### config.mk
export PLATFORM = sky130hd
export DESIGN_NAME = fifo_uart_tx
export DESIGN_NICKNAME = d
export VERILOG_FILES = /design/src/rtl/fifo_uart_tx.sv
export SDC_FILE = /design/constraint.sdc
export NUM_CORES = 1
export LEC_CHECK = 0
export ABC_CLOCK_PERIOD_IN_PS = 4900
export BUFFER_PORTS_ARGS = -buffer_cell sky130_fd_sc_hd__buf_2
export CORE_UTILIZATION = 60
export DETAILED_ROUTE_END_ITERATION = 10
export PLACE_DENSITY = 0.84
export SLEW_MARGIN = 20
export SYNTH_ARGS = -nofsm -noshare
export SYNTH_HDL_FRONTEND = slang
export SYNTH_SLANG_ARGS = --single-unit
### constraint.sdc
create_clock -name clk -period 4.9 [get_ports clk]
set_input_delay 0.735 -clock clk [delete_from_list [all_inputs] [get_ports clk]]
set_output_delay 0.735 -clock clk [all_outputs]
set_load 0.005 [all_outputs]
### src/rtl/fifo_uart_tx.sv
// Read-side drain engine: pops 32-bit words from a synchronous FIFO and
// serialises each one as four 8N1 UART frames, least-significant byte first.
module fifo_uart_tx #(
  parameter int CLKS_PER_BIT = 16,
  parameter int DATA_W       = 32
) (
  input  logic              clk,
  input  logic              rst,
  input  logic              en,
  input  logic              fifo_empty,
  input  logic [DATA_W-1:0] fifo_data,
  output logic              fifo_rd_en,
  output logic              tx,
  output logic              busy,
  output logic              word_done
);

  localparam int BW = $clog2(CLKS_PER_BIT);

  typedef enum logic [2:0] {IDLE, POP, LOAD, START, DATA, STOP} state_t;

  state_t            state;
  state_t            next_state;
  logic [BW-1:0]     baud_cnt;
  logic [2:0]        bit_cnt;
  logic [1:0]        byte_idx;
  logic [DATA_W-1:0] word_reg;
  logic [7:0]        shifter;
  logic [7:0]        cur_byte;
  logic              baud_end;
  logic              tx_next;
  logic              rd_en_next;
  logic              done_next;

  assign baud_end = (baud_cnt == BW'(CLKS_PER_BIT - 1));
  assign cur_byte = word_reg[8*byte_idx +: 8];
  assign busy     = (state != IDLE);

  // Outputs are registered from the next-state decode so tx lines up with state.
  always_ff @(posedge clk or posedge rst) begin
    if (rst) begin
      state      <= IDLE;
      baud_cnt   <= '0;
      bit_cnt    <= '0;
      byte_idx   <= '0;
      word_reg   <= '0;
      shifter    <= '0;
      tx         <= 1'b1;
      fifo_rd_en <= 1'b0;
      word_done  <= 1'b0;
    end else begin
      state      <= next_state;
      tx         <= tx_next;
      fifo_rd_en <= rd_en_next;
      word_done  <= done_next;

      if (next_state != state || !(state inside {START, DATA, STOP}) || baud_end)
        baud_cnt <= '0;
      else
        baud_cnt <= baud_cnt + BW'(1);

      if (state == LOAD) begin
        word_reg <= fifo_data;
        byte_idx <= '0;
      end
      if (state == START && baud_end) begin
        shifter <= cur_byte;
        bit_cnt <= '0;
      end
      if (state == DATA && baud_end) begin
        shifter <= {1'b0, shifter[7:1]};
        bit_cnt <= bit_cnt + 3'd1;
      end
      if (state == STOP && baud_end && byte_idx != 2'd3)
        byte_idx <= byte_idx + 2'd1;
    end
  end

  always_comb begin
    next_state = state;
    case (state)
      IDLE:    if (en && !fifo_empty) next_state = POP;
      POP:     next_state = LOAD;
      LOAD:    next_state = START;
      START:   if (baud_end) next_state = DATA;
      DATA:    if (baud_end && bit_cnt == 3'd7) next_state = STOP;
      STOP:    if (baud_end) next_state = (byte_idx == 2'd3) ? IDLE : START;
      default: next_state = IDLE;
    endcase
  end

  // During DATA the bit about to be driven is shifter[1] when the period ends.
  always_comb begin
    tx_next    = 1'b1;
    rd_en_next = (next_state == POP);
    done_next  = (state == STOP) && baud_end && (byte_idx == 2'd3);
    case (next_state)
      START: tx_next = 1'b0;
      DATA: begin
        if (state == START) tx_next = cur_byte[0];
        else if (baud_end)  tx_next = shifter[1];
        else                tx_next = shifter[0];
      end
      default: tx_next = 1'b1;
    endcase
  end

endmodule
==> flow_metrics.tcl <==
set metrics [dict create \
    timing.setup.tns_ps 0 \
    reg2reg_slack_ps 2700 \
    synth-seq-area-share 0.552 \
    p_leak_nw 1.24 \
    routed_wl_microns 4520 \
    clockRootBuffer "clkbuf_8" \
    r2r-start "baud_cnt[0]" \
    ant_nets 0 \
    postCtsHoldBufs 0 \
    portBuffers 39 \
    internal_power_mw 0.662 \
    core_area_sq_um 4000 \
    cp_data_arrival_time_ps 2390 \
    firstDrtPassIters 5 \
    drt_iter0_drc 117 \
    drive_gt1_frac 0.410 \
    cpPeakStageDelay_ps 550 \
    viasPerCell 5.87 \
    pwr-share-seq 0.579 \
    area_growth_pct 12.3 \
    end_kind "flop" \
    synthDistinctLibCells 39 \
    cp_top_family "simple AND/OR/NAND/NOR gates" \
    pwr-share-clk 0.366 \
    grt_max_degree 56 \
    start_util 0.624 \
    status "finished, final reports clean" \
    syn_nets 220 \
    crit_path_end "shifter[5]" \
    ios 40 \
    wl_met2_microns 2290 \
    p_per_area_nw_per_um2 295 \
    drv_slew 0 \
    rsz0062_at_grt "no" \
    syn_area_per_cell_sq_um 13.9 \
    grt_remaining_overflow 0 \
    crit_slowest_cell "nor3_2" \
    met1_length_microns 1950 \
    nNetsFinal 256 \
    fmax_ghz 0.455 \
    place_congestion 0.817 \
    syn_area_sq_um 2500 \
    clk_transition_reported_paths_ps 90 \
    cp.depth 5 \
    cap_violations 0 \
    skew_ps 9.93 \
    chipHeight_microns 66.5 \
    hpwl_microns 3230 \
    clock_sinks 55 \
    die_x_microns 66.5 \
    grt_pass1_vias 1503 \
    async_reset_ff_frac 1.00 \
    synth.most_common_cell "dfrtp_1" \
    min_path_type "flop to flop" \
    synthTopCellsByCount "dfrtp_1 (54), mux2_2 (29), nor2_1 (10)" \
    drcViolationCount 0 \
    grt_use_total 0.230 \
    switching_share 0.200 \
    ys_ff_latch 55 \
    finalCoreUtilization 0.701 \
    syn_inst 180 \
    timing.rr.end "shifter[5]" \
    largest_register_ffs 32 \
    critical_path_peak_fanout 11 \
    critical_path_class "flop to flop" \
    max-slew-margin-rel 0.402 \
    grt_first_pass_wirelength_microns 7240 \
    start_kind "flop" \
    synth_top_cell_area_share 0.541 \
    hold_viol_final 0 \
    synth_area_leaders "dfrtp_1 (54%), mux2_2 (13%), mux4_2 (5.4%)" \
    crit_path_start "baud_cnt[0]" \
    worst_pin_slew_ps 897 \
    power.switching_mw 0.166 \
    clockBufferDepth 2 \
    die_area_sq_um 4420 \
    synth_edf_count 0 \
    path_buf_inv 0 \
    antenna_found_initial 0 \
    h-tree-depth 2 \
    rows 23 \
    post_cts_buffers 0 \
    rr_worst_depth 5 \
    cts.repair.resized 0 \
    stdcell_count 267 \
    setup_viol 0 \
    fin_crit_ps 2200 \
    synth_area_leader_cell "dfrtp_1" \
    vias 1567 \
    clk_latency_ps 300 \
    routedWlPerCell_microns 16.9 \
    maxUsedRoutingLayer "met4" \
    dp_cells 259 \
    power.total_mw 0.828 \
    yosys_warnings 0 \
    met3WireLength_microns 222 \
    antenna_cells 0 \
    crit_path_cell_trace "ha_1 > nand3_2 > nor3_2 > a21oi_1 > a221o_1" \
    cts_buffers 5 \
    irDropWorstVdd_uv 197 \
    tritoncts "built" \
    fin_crit_sh 0.449 \
    pwr-share-comb 0.055 \
    required_ps 5090 \
    ys.flop_type "dfrtp_1" \
]
-- final cells by class --
type                            count  area, sq um
Fill cell                         283         1200
Timing Repair Buffer               40          203
Inverter                            4         16.3
Sequential cell                    55         1380
Tap cell                           50         62.6
Clock buffer                        6         82.6
Multi-Input combinational cell    110         1030
Clock inverter                      2         35.0
-- cell usage in the layout, fill, tap and decap left out, drive strengths merged, types with 2 or more instances in the layout --
cell	n
inv	3
buf	40
clkbuf	6
clkinv	2
ha	4
o22ai	2
and3	7
nor3	4
mux4	8
a22o	2
nor2b	2
a21oi	4
mux2	33
a221o	7
nor2	10
o21ai	3
nand2b	4
nand3	2
dfrtp	54
mux2i	2
nand2	6
-- how the worst min path moves through the flow --
stage | startpoint | end | cells after the start
finish | baud_cnt[0] | baud_cnt[0] | 1
global route | baud_cnt[0] | baud_cnt[0] | 1
global placement | baud_cnt[0] | baud_cnt[0] | 1
floorplan | baud_cnt[0] | baud_cnt[0] | 1
CTS | baud_cnt[0] | baud_cnt[0] | 1
detailed placement | baud_cnt[0] | baud_cnt[0] | 1
-- routing by layer --
metal  up-vias  global-route usage
met1       765               0.300
met4         0              0.0931
met5         -                   0
met3        10              0.0599
met2        64               0.366
li1        728                   -
-- metrics by stage --
step / instance area, sq um / worst slack (ps) / hold WS (ps)
2_1_floorplan: 2500 / 2820 / 430
3_3_place_gp: 2690 / 2880 / 441
3_5_place_dp: 2690 / 2760 / 451
4_1_cts: 2800 / 2740 / 467
5_1_grt: 2800 / 2570 / 494
6_report: 2800 / 2700 / 467
-- power by group through the flow --
stage	clock network [mW]	logic [mW]	registers [mW]
floorplan	0	0.0267	0.485
global placement	0	0.0431	0.487
detailed placement	0	0.0469	0.488
CTS	0.313	0.0467	0.480
global route	0.327	0.0507	0.481
finish	0.303	0.0456	0.480
-- cell families after synthesis --
| kind of cell | after synthesis | synth area share |
|---|---|---|
| xor+xnor | 2 | 0.00702 |
| buf+inv | 15 | 0.0371 |
| flops | 55 | 0.552 |
| fa+ha+maj | 4 | 0.0200 |
| compound gates | 23 | 0.0711 |
| simple gates | 38 | 0.0812 |
| mux | 43 | 0.232 |
Power figures use the tool's default switching activity.
